File: config.mk
export PLATFORM = sky130hd
export DESIGN_NAME = connect4_board_engine
export DESIGN_NICKNAME = d
export VERILOG_FILES = /design/src/rtl/connect4_pkg.sv /design/src/rtl/connect4_run_counter.sv /design/src/rtl/connect4_board_engine.sv
export SDC_FILE = /design/constraint.sdc
export NUM_CORES = 1
export LEC_CHECK = 0
export CORE_MARGIN = 2
export CORE_UTILIZATION = 35
export CTS_CLUSTER_SIZE = 8
export DETAILED_ROUTE_END_ITERATION = 8
export GPL_ROUTABILITY_DRIVEN = 0
export PLACE_DENSITY = 0.52
export SLEW_MARGIN = 20
export SYNTH_ARGS = -nofsm -noshare
export SYNTH_HDL_FRONTEND = slang
export SYNTH_SLANG_ARGS = --single-unit
File: constraint.sdc
create_clock -name clk -period 16.3 [get_ports clk]
set_input_delay 1.63 -clock clk [delete_from_list [all_inputs] [get_ports clk]]
set_output_delay 1.63 -clock clk [all_outputs]
set_load 0.02 [all_outputs]
File: src/rtl/connect4_pkg.sv
// Connect4 shared definitions: cell and status codes,
// run-check directions and default board geometry.
package connect4_pkg;

  localparam int DEF_ROWS = 6;
  localparam int DEF_COLS = 7;
  localparam int DEF_WIN_LEN = 4;

  localparam logic [1:0] CELL_EMPTY = 2'b00;
  localparam logic [1:0] CELL_P1 = 2'b01;
  localparam logic [1:0] CELL_P2 = 2'b10;

  localparam logic [1:0] ST_PLAYING = 2'b00;
  localparam logic [1:0] ST_WIN = 2'b01;
  localparam logic [1:0] ST_TIE = 2'b10;

  typedef enum logic [1:0] {
    DIR_H,
    DIR_V,
    DIR_D,
    DIR_A
  } dir_e;

endpackage

File: src/rtl/connect4_run_counter.sv
// Combinational same-colour run length through one cell
// along one direction, saturated at WIN_LEN.
module connect4_run_counter
  import connect4_pkg::*;
#(
  parameter int ROWS = DEF_ROWS,
  parameter int COLS = DEF_COLS,
  parameter int WIN_LEN = DEF_WIN_LEN
) (
  input  logic [ROWS-1:0][COLS-1:0][1:0] board,
  input  logic [2:0]                     row,
  input  logic [2:0]                     col,
  input  dir_e                           dir,
  input  logic [1:0]                     colour,
  output logic [2:0]                     run
);

  localparam int RW = $clog2(ROWS);
  localparam int CW = $clog2(COLS);
  localparam logic [2:0] WIN = 3'(WIN_LEN);

  function automatic logic [2:0] side(
    input logic [ROWS-1:0][COLS-1:0][1:0] b,
    input logic [2:0] r0,
    input logic [2:0] c0,
    input logic [1:0] clr,
    input int dr,
    input int dc
  );
    logic [2:0] n;
    logic go;
    int r;
    int c;
    n = '0;
    go = 1'b1;
    for (int k = 1; k < WIN_LEN; k++) begin
      r = int'(r0) + dr * k;
      c = int'(c0) + dc * k;
      // Off-board cells end the run like a foreign colour
      if (go && r >= 0 && r < ROWS && c >= 0 && c < COLS)
        go = (b[r[RW-1:0]][c[CW-1:0]] == clr);
      else
        go = 1'b0;
      if (go) n = n + 3'd1;
    end
    return n;
  endfunction

  int dr;
  int dc;
  logic [2:0] fwd;
  logic [2:0] bwd;
  logic [2:0] total;

  always_comb begin
    dr = 0;
    dc = 1;
    unique case (dir)
      DIR_H: begin dr = 0; dc = 1; end
      DIR_V: begin dr = 1; dc = 0; end
      DIR_D: begin dr = 1; dc = 1; end
      DIR_A: begin dr = -1; dc = 1; end
    endcase
    fwd = side(board, row, col, colour, dr, dc);
    bwd = side(board, row, col, colour, -dr, -dc);
    total = 3'd1 + fwd + bwd;
    run = (total >= WIN) ? WIN : total;
  end

endmodule

File: src/rtl/connect4_board_engine.sv
// Connect4 move engine: holds the board, places drops,
// checks four directions and reports win/tie/turn.
module connect4_board_engine
  import connect4_pkg::*;
#(
  parameter int ROWS = DEF_ROWS,
  parameter int COLS = DEF_COLS,
  parameter int WIN_LEN = DEF_WIN_LEN
) (
  input  logic       clk,
  input  logic       reset,
  input  logic       move_valid,
  input  logic [2:0] move_col,
  output logic       move_ready,
  output logic       move_done,
  output logic       invalid_move,
  output logic       player_turn,
  output logic [1:0] in_game_status,
  output logic       winner,
  input  logic [2:0] rd_row,
  input  logic [2:0] rd_col,
  output logic [1:0] rd_cell
);

  localparam logic [2:0] S_IDLE    = 3'd0;
  localparam logic [2:0] S_PLACE   = 3'd1;
  localparam logic [2:0] S_CHK_H   = 3'd2;
  localparam logic [2:0] S_CHK_V   = 3'd3;
  localparam logic [2:0] S_CHK_D   = 3'd4;
  localparam logic [2:0] S_CHK_A   = 3'd5;
  localparam logic [2:0] S_RESOLVE = 3'd6;
  localparam logic [2:0] S_OVER    = 3'd7;

  localparam logic [2:0] ROWS3 = 3'(ROWS);
  localparam logic [2:0] COLS3 = 3'(COLS);
  localparam logic [2:0] WIN3  = 3'(WIN_LEN);
  localparam logic [5:0] CELLS = 6'(ROWS * COLS);

  logic [2:0]                     state;
  logic [ROWS-1:0][COLS-1:0][1:0] board;
  logic [COLS-1:0][2:0]           height;
  logic [5:0]                     moves;
  logic [2:0]                     col_q;
  logic [2:0]                     row_q;
  logic                           hit;
  logic                           col_bad;
  logic [1:0]                     colour;
  dir_e                           dir;
  logic [2:0]                     run;

  assign move_ready = (state == S_IDLE);
  assign colour = player_turn ? CELL_P2 : CELL_P1;
  assign col_bad = (col_q >= COLS3) || (height[col_q] == ROWS3);
  assign rd_cell = (rd_row < ROWS3 && rd_col < COLS3) ?
                   board[rd_row][rd_col] : CELL_EMPTY;

  always_comb begin
    dir = DIR_H;
    unique case (1'b1)
      (state == S_CHK_V): dir = DIR_V;
      (state == S_CHK_D): dir = DIR_D;
      (state == S_CHK_A): dir = DIR_A;
      default:            dir = DIR_H;
    endcase
  end

  connect4_run_counter #(
    .ROWS(ROWS),
    .COLS(COLS),
    .WIN_LEN(WIN_LEN)
  ) u_run (
    .board(board),
    .row(row_q),
    .col(col_q),
    .dir(dir),
    .colour(colour),
    .run(run)
  );

  always_ff @(posedge clk or negedge reset) begin
    if (!reset) begin
      state          <= S_IDLE;
      board          <= '0;
      height         <= '0;
      moves          <= '0;
      col_q          <= '0;
      row_q          <= '0;
      hit            <= 1'b0;
      player_turn    <= 1'b0;
      in_game_status <= ST_PLAYING;
      winner         <= 1'b0;
      invalid_move   <= 1'b0;
      move_done      <= 1'b0;
    end else begin
      invalid_move <= 1'b0;
      move_done    <= 1'b0;
      unique case (state)
        S_IDLE: begin
          if (move_valid) begin
            col_q <= move_col;
            state <= S_PLACE;
          end
        end
        S_PLACE: begin
          if (col_bad) begin
            invalid_move <= 1'b1;
            state        <= S_IDLE;
          end else begin
            board[height[col_q]][col_q] <= colour;
            height[col_q] <= height[col_q] + 3'd1;
            moves         <= moves + 6'd1;
            row_q         <= height[col_q];
            hit           <= 1'b0;
            state         <= S_CHK_H;
          end
        end
        S_CHK_H, S_CHK_V, S_CHK_D, S_CHK_A: begin
          hit   <= hit | (run >= WIN3);
          state <= state + 3'd1;
        end
        S_RESOLVE: begin
          // A win on the last free cell outranks the tie
          if (hit) begin
            in_game_status <= ST_WIN;
            winner         <= player_turn;
            state          <= S_OVER;
          end else if (moves == CELLS) begin
            in_game_status <= ST_TIE;
            state          <= S_OVER;
          end else begin
            player_turn <= ~player_turn;
            move_done   <= 1'b1;
            state       <= S_IDLE;
          end
        end
        S_OVER: begin
        end
        default: state <= S_IDLE;
      endcase
    end
  end

endmodule

## Word-level counts from Yosys, hierarchy flattened

Cells that the tools add are included.

| word-level totals | value |
|---|---|
| logic and storage cells | 268 |
| register bits | 127 |

| operators by class | value |
|---|---|
| $mul | 4 |
| muxes and demuxes | 70 |
| equal/unequal tests | 19 |
| reductions and logical operators | 41 |
| order comparisons | 47 |
| add/subtract/negate cells | 23 |
| bitwise gates (word level) | 5 |

Operator list:

| operator | count |
|---|---|
| $add 4x32->32 | 12 |
| $ge 32x1->1 const B | 12 |
| $lt 32x4->1 const B | 12 |
| $bmux 14 s3 | 7 |
| $mul 32x3->32 const B | 4 |
| $mux 14 | 8 |
| $pmux 32 s3 | 1 |
| $bwmux 84 | 1 |
| $lt 3x4->1 const B | 16 |
| $neg 32->32 | 2 |
| $pmux 32 s2 | 1 |
| $bmux 2 s3 | 7 |
| $demux 14 s3 | 1 |
| $mux 3 | 10 |
| $mux 2 | 13 |
| $logic_and 1x1->1 | 25 |
| $bwmux 21 | 1 |
| $mux 1 | 14 |
| $add 3x1->3 const B | 4 |
| $eq 2x2->1 | 6 |
| $eq 3x3->1 const B | 4 |
| $pmux 3 s4 | 1 |
| $reduce_and 2->1 | 6 |
| $bmux 3 s3 | 1 |
| 28 further kinds | 40 |

## Logic depth before layout (Yosys ltp)

Gate-level depths: netlist of the first run.

| logic depth | value |
|---|---|
| depth after elaboration | 30 |
| depth in mapped cells | 31 |
| gate-level depth less buffers | 30 |

## Hierarchy

A second synthesis of the first run with hierarchy kept.

| second synthesis, totals | value |
|---|---|
| cell total of the unflattened synthesis | 1302 |
| area total of the unflattened synthesis | 12834.8 um^2 |

Modules (own cells, without submodules):

| module | cells each | area an instance (um^2) | instances |
|---|---|---|---|
| connect4_board_engine | 566 | 6656.4 | 1 |
| connect4_run_counter | 736 | 6178.4 | 1 |

## Worst setup path after synthesis of the first run

OpenSTA, ideal clock, no wires.

| timing path | value |
|---|---|
| kind | flip-flop to flip-flop |
| from | register state[1] |
| to | register hit |
| setup slack | 9693 ps |
| cell stages (with the launch flop) | 32 |
| data required time | 16181 ps |
| arrival time | 6488 ps |
| cells stage by stage | dfrtp_1 > inv_1 > ha_1 > nand2_1 > inv_1 > a21o_1 > inv_1 > ha_1 > a21o_1 > clkbuf_1 > inv_1 > clkbuf_1 > ha_1 > ha_1 > a21o_1 > a21o_1 > ha_1 > o21bai_1 > ha_1 > nor4_1 > nand4_1 > a311oi_1 > nand3_1 > nor3_1 > o21ai_0 > o21ai_0 > o31ai_1 > ha_1 > a211oi_1 > o41ai_1 > o21ai_0 > o21ba_1 |

| on the way | value |
|---|---|
| longest elaborated chain between the ends | 30 |

Ends and longest elaborated chain:

| what | line | text |
|---|---|---|
| from (decl) | connect4_board_engine.sv:39 | `logic [2:0] state;` |
| from (signal assigned) | connect4_board_engine.sv:119 | `state <= state + 3'd1;` |
| branches (longest 30 deep; another with $neg 32->32) | - |  |
| to (signal assigned) | connect4_board_engine.sv:118 | `hit <= hit \| (run >= WIN3);` |
| to (decl) | connect4_board_engine.sv:45 | `logic hit;` |

Parallel ways; which one is timed is not known. The select of a mux whose other input is x is not followed.
A chain may end at the register's enable or synchronous reset.

## Worst setup path in the final report of the first run

| timing path | value |
|---|---|
| from | register state[0] |
| to | register hit |

Same word-level chain as after synthesis.

==> results.md, run 1 <==
* Vias in the first global route at 10167
* DRT antenna net count at 0
* Setup crit start kind: flop
* Initial Util at a little over a third
* Largest family of logic cells by synthesized area: multiplexers
* Core Box Area at 34630 sq um
* Hold WC Path Type: flop to flop
* Total grt overflow at 0
* Period utilisation layout at 44.76%
* # Max-Cap Violations at 0
* Synth unique cells at 83
* Unrepaired setup endpoints after global routing: no
* Post-CTS setup buffer count at 0
* Synth area leaders: dfrtp_1, mux4_2, ha_1
* TritonCTS Buffers at 17
* Wire per inst at between 20 and 25 um
* Ys Warns at 0
* Final Hold Viols at 0
* Root Driver: clkbuf_16
* Fin crit period at 7.296 ns
* # rows at 68
* Complex-gate fraction of the synthesized area at between 10% and 20%
* Outcome: complete, no violations
* DRT Wirelength at 40870 um
* Initial antenna violation count at 0
* Max Clk Rate at 0.1371 GHz
* Top cells by count, synth: dfrtp_1, nand2_1, ha_1, nor2_1, mux2_2
* Syn Nets at 1441
* CP startpoint: state[0]$_DFFE_PN0P_
* Vias after detailed routing at around 11000
* Hold path startpoint: in_game_status[0]$_DFFE_PN0P_
* Via density at about 6.1
* Die Ht at 191.6 um
* Net count, final at ~1400
* Area of the multi-input gates at 8563 sq um
* Port-buffer cells at 20
* Tightest Pin Transition at 0.9266 ns
* Drt pass-1 iters at 6
* Post-synthesis cell count at 1323
* Simple-gate portion of the synthesized area at 16.61%
* HPWL Detailed at 30410 um
* Clk_lat worst skew at ~0.45 ns
* Max_slew headroom at 37.71%
* DRC viols at 0
* Global-route wire length before repair at 63200 um
* Register area at 3179 sq um
* N_diodes at 0
* Fill cells at 3456
* Syn Area/Cell at about 9.3 sq um
* CTS HTree Levels at 4
* Most instantiated library cell after synthesis: dfrtp_1
* CP arrival at 7.64 ns
* Synth Area in Adders at 11.26%
* Crit path max fanout at 21
* Slowest stage cell, crit path: a21o_1
* CTS resizes at 0
* Most frequent CP cell: ha_1
* Flops & latches, synth at about 130
* Post-synth ARST share at 100.0%
* Worst R2R Start: state[0]$_DFFE_PN0P_
* Total negative slack at 0 ns
* Max Clock Skew at 0.03077 ns
* Final setup violation count at 0
* Clk slew on worst S/H paths at roughly 0.070 ns
* Largest net degree at the start of global routing at 82
* Drt initial violations at 1002
* Multiplexer share of the synthesized area at between 20% and 30%
* Max-slew violation count at 0
* Die width at 191.6 um
* CTS Hold Buffers Added at 0
* Syn-to-layout area delta at 9.429%
* CP Capture Type: flop
* Die area at between 30000 and 40000 sq um
* Synthesized area at 12310 sq um
* Sinks on Clock Net at approximately 130
* WS Path Type: flop to flop
* Register area share after synthesis at 25.81%
* Total Routing Usage GR at between 20% and 30%
* EDFF count, synth at 0
* Crit path required time at 16.64 ns
* Share of the synthesized area in the top cell type at 25.81%
* # IOs at 21
* Fraction of final layout cells sized beyond drive strength 1 at 15.51%
* CTS tree: done
* Xor and xnor area share after synthesis at 1.504%
* Synth Flop Type: dfrtp_1
* Max incr delay on CP at 0.50 ns
* CTS Buffer Depth at 2
* Leading area contributor after synthesis: dfrtp_1
==> layout make-up <==
type / count / area share (%)
Tap cell: 455 / 4.225
Timing Repair Buffer: 41 / 2.665
Multi-Input combinational cell: 1060 / 63.55
Clock inverter: 12 / 1.198
Clock buffer: 20 / 3.240
Sequential cell: 127 / 23.59
Inverter: 55 / 1.532
==> through the flow <==
stage	setup slack, ns	cells	util, %	hold WS, ns	area, sq um
6_report	9.004	1770	38.91	0.4761	13480
5_1_grt	8.335	1770	38.91	0.4957	13480
4_1_cts	8.996	1770	38.91	0.4788	13480
3_5_place_dp	9.001	1738	37.19	0.4653	12880
3_3_place_gp	9.176	1738	37.19	0.4594	12880
2_1_floorplan	9.693	1323	-	0.4445	12310
==> cells by family after synthesis <==
group                    count (synthesis)
buffers and inverters                  136
XOR/XNOR                                19
flip-flops                             127
AND/OR/NAND/NOR                        413
multiplexers                           199
adder cells (fa/ha/maj)                106
AO/OA/AOI/OAI                          323
==> layer usage <==
layer	up-vias	wire length (um)	GRT usage, %
met2	414	18220	34.57
met4	0	1217	8.018
met5	-	0	0
met1	5336	18920	32.74
li1	4954	-	-
met3	60	2518	3.106
==> cells in the final DEF, fill, tap and decap left out, drive strengths merged, types with 14 or more instances in the layout <==
master         Yosys  layout
mux4              55      55
clkbuf            57      20
nand2            120     120
a31oi             14      14
buf               24      22
clkdlybuf4s50      0      19
o21ai             78      78
o22ai             15      15
mux2              78      78
dfrtp            127     127
ha                98      98
nand3             20      20
and2              26      26
inv               50      51
nor3              38      38
a21oi             69      69
nor2b             20      20
mux2i             66      66
nor2              98      98
xnor2             15      15
==> registers in the layout, indices dropped and copies added, names as in the netlist <==
| name | flops |
|---|---|
| board | 84 |
| height | 21 |
| moves | 6 |
| col_q | 3 |
| row_q | 3 |
| state | 3 |
| in_game_status | 2 |
| hit | 1 |
| invalid_move | 1 |
| move_done | 1 |
| player_turn | 1 |
| winner | 1 |
==> worst max-delay path: cells and delay by family (launching register included) <==
kind	cells	cell delay [ns]
buffers and inverters	3	0.64
DFF	1	0.45
and+or+nand+nor	5	1.12
AOI/OAI and AO/OA	13	2.71
adders and majority gates	7	2.24
==> path summary, 6_finish.rpt <==
kind,slack [ns],end,cells after the start
worst max-delay path,9.00,hit$_DFFE_PN0P_,28
worst min-delay path,0.48,in_game_status[0]$_DFFE_PN0P_,2
worst max register to register,9.00,hit$_DFFE_PN0P_,28
worst min register to register,0.48,in_game_status[0]$_DFFE_PN0P_,2
max in group asynchronous,13.86,row_q[0]$_DFFE_PN0P_,2
min in group asynchronous,1.26,board[31]$_DFFE_PN0P_,1
Power of run 1 is left out: the tool's default activity adds up to more than one toggle a clock period on the data nets, which glitch-free logic cannot reach.
==> inputs of run 2 (changes only) <==
==> constraint.sdc (replaced) <==
create_clock -name clk -period 7 [get_ports clk]
set_input_delay 0.7 -clock clk [delete_from_list [all_inputs] [get_ports clk]]
set_output_delay 0.7 -clock clk [all_outputs]
set_load 0.02 [all_outputs]
==> results.md, run 2 (same netlist as run 1, synthesis figures left out) <==
* Outcome: complete, no violations
* CTS HTree Levels at 4
* DRT Wirelength at 39970 um
* Root Driver: clkbuf_16
* R2r endpoint: hit$_DFFE_PN0P_
* N_diodes at 0
* Global-route wire length before repair at 62840 um
* Clk_lat worst skew at roughly 0.43 ns
* DRT antenna net count at 0
* Die width at 191.6 um
* Via density at 6.086
* Largest net degree at the start of global routing at 66
* Port-buffer cells at 20
* Clk slew on worst S/H paths at 0.06 ns
* Period utilisation layout at 91.89%
* R2r setup slk at 0.57 ns
* Vias in the first global route at 10348
* WS Path Type: flop to flop
* Die Ht at 191.6 um
* CTS Buffer Depth at 2
* Most frequent cells in the layout: dfrtp_1, nand2_1, nor2_1
* Core Box Area at 34630 sq um
* Syn-to-layout area delta at 11.17%
* Crit path required time at 7.32 ns
* Net count, final at 1435
* Largest registers: board: 84 flops, height: 21 flops, moves: 6 flops
* Total Routing Usage GR at 22.37%
* Initial antenna violation count at 0
* Setup crit start kind: flop
* Worst Reg-to-Reg Cells at 25
* Reg with most FFs: board
* Drt initial violations at 1132
* Final Hold Viols at 0
* CTS tree: done
* CP Capture Type: flop
* Max-slew violation count at 0
* Vias after detailed routing at between 10000 and 15000
* TritonCTS Buffers at 17
* Hold WC Path Type: input pin to async pin
* Max Clk Rate at 0.1555 GHz
* Max Clock Skew at 0.01468 ns
* CTS Hold Buffers Added at 0
* Sinks on Clock Net at 127
* Total negative slack at 0 ns
* Tightest Pin Transition at between 0.9 and 1 ns
* Wire per inst at 22.39 um
* Max reg flops at 84
* Critical path endpoint: hit$_DFFE_PN0P_
* Max_slew headroom at 39.13%
* Most common cell after layout, fill and taps aside: dfrtp_1
* Final setup violation count at 0
* Crit path max fanout at 7
* DRC viols at 0
* Die area at about 37000 sq um
* Initial Util at approximately 36%
* # rows at between 60 and 70
* Fin crit period at 6.432 ns
* CP arrival at 6.76 ns
* # IOs at 21
* CP startpoint: state[0]$_DFFE_PN0P_
* Fraction of final layout cells sized beyond drive strength 1 at 16.69%
* Worst R2R Start: state[0]$_DFFE_PN0P_
* HPWL Detailed at around 31000 um
* Total grt overflow at 0
* Unrepaired setup endpoints after global routing: no
* # Max-Cap Violations at 0
* Drt pass-1 iters at 5
==> run 2: per-layer routing <==
layer | track usage [%] | share of wire [%]
met3 | 2.978 | 6.3
met5 | 0 | 0
met2 | 34.64 | 45
met4 | 7.278 | 2.5
met1 | 32.17 | 46
==> run 2: worst min path at each step <==
stage | startpoint | end | slack (ns) | cells after the start
2_1_floorplan | reset | board[0]$_DFFE_PN0P_ | 0.40 | 0
3_3_place_gp | height[14]$_DFFE_PN0P_ | height[14]$_DFFE_PN0P_ | 0.46 | 2
3_5_place_dp | height[18]$_DFFE_PN0P_ | height[18]$_DFFE_PN0P_ | 0.47 | 1
4_1_cts | reset | board[2]$_DFFE_PN0P_ | 0.27 | 1
5_1_grt | reset | board[33]$_DFFE_PN0P_ | 0.30 | 1
6_report | reset | board[33]$_DFFE_PN0P_ | 0.25 | 1
==> run 2: critical path, cell delays in order, from the launching register on <==
cell      delay [ns]
dfrtp_1         0.44
inv_1           0.11
ha_1            0.23
o21ai_0         0.34
ha_1            0.41
inv_1           0.18
ha_4            0.23
fa_1            0.50
a21oi_2         0.34
nor2_1          0.08
ha_1            0.21
or4_1           0.52
nor3_1          0.15
a41oi_1         0.08
nor4b_1         0.30
nand3b_1        0.20
or4_1           0.58
inv_1           0.09
ha_1            0.22
o21ai_0         0.11
o31ai_1         0.08
ha_1            0.30
a211oi_1        0.24
o41ai_1         0.10
o21ai_0         0.14
o21ba_1         0.16
==> run 2: stage by stage <==
step | cells | hold slack (ns) | instance area (sq um) | utilization (%) | setup slack [ns]
floorplan | 1323 | 0.4044 | 12310 | - | 0.3935
global placement | 1750 | 0.4604 | 12990 | 37.52 | 0.6586
detailed placement | 1750 | 0.4695 | 12990 | 37.52 | 0.4844
CTS | 1782 | 0.2671 | 13630 | 39.36 | 0.4739
global route | 1785 | 0.2994 | 13690 | 39.53 | 0.04112
finish | 1785 | 0.2549 | 13690 | 39.53 | 0.5677
==> run 2: final cells by class <==
class / instances / area, sq um
fillers: 3431 / 20940
multi-input cells: 1060 / 8567
flip-flops and latches: 127 / 3179
well taps: 455 / 569.3
repair buffers: 56 / 529.3
clock buffers: 20 / 456.7
inverters: 55 / 206.4
clock inverters: 12 / 181.4
==> run 2: repair_timing <==
action,CTS,global route
endpoints found under the setup margin,0,1
buffers inserted,0,3
resized for setup,0,1
Power of run 2 is left out for the same reason.
==> inputs of run 3 (changes only) <==
--- a/config.mk
+++ b/config.mk
@@ -10,6 +10,7 @@
 export CTS_CLUSTER_SIZE = 8
 export DETAILED_ROUTE_END_ITERATION = 8
 export GPL_ROUTABILITY_DRIVEN = 0
+export HOLD_SLACK_MARGIN = 0.06
 export PLACE_DENSITY = 0.52
 export SLEW_MARGIN = 20
 export SYNTH_ARGS = -nofsm -noshare
==> results of run 3 <==
Final layout, timing and power as in run 2 (identical DEF).
Power of run 3 is left out for the same reason.
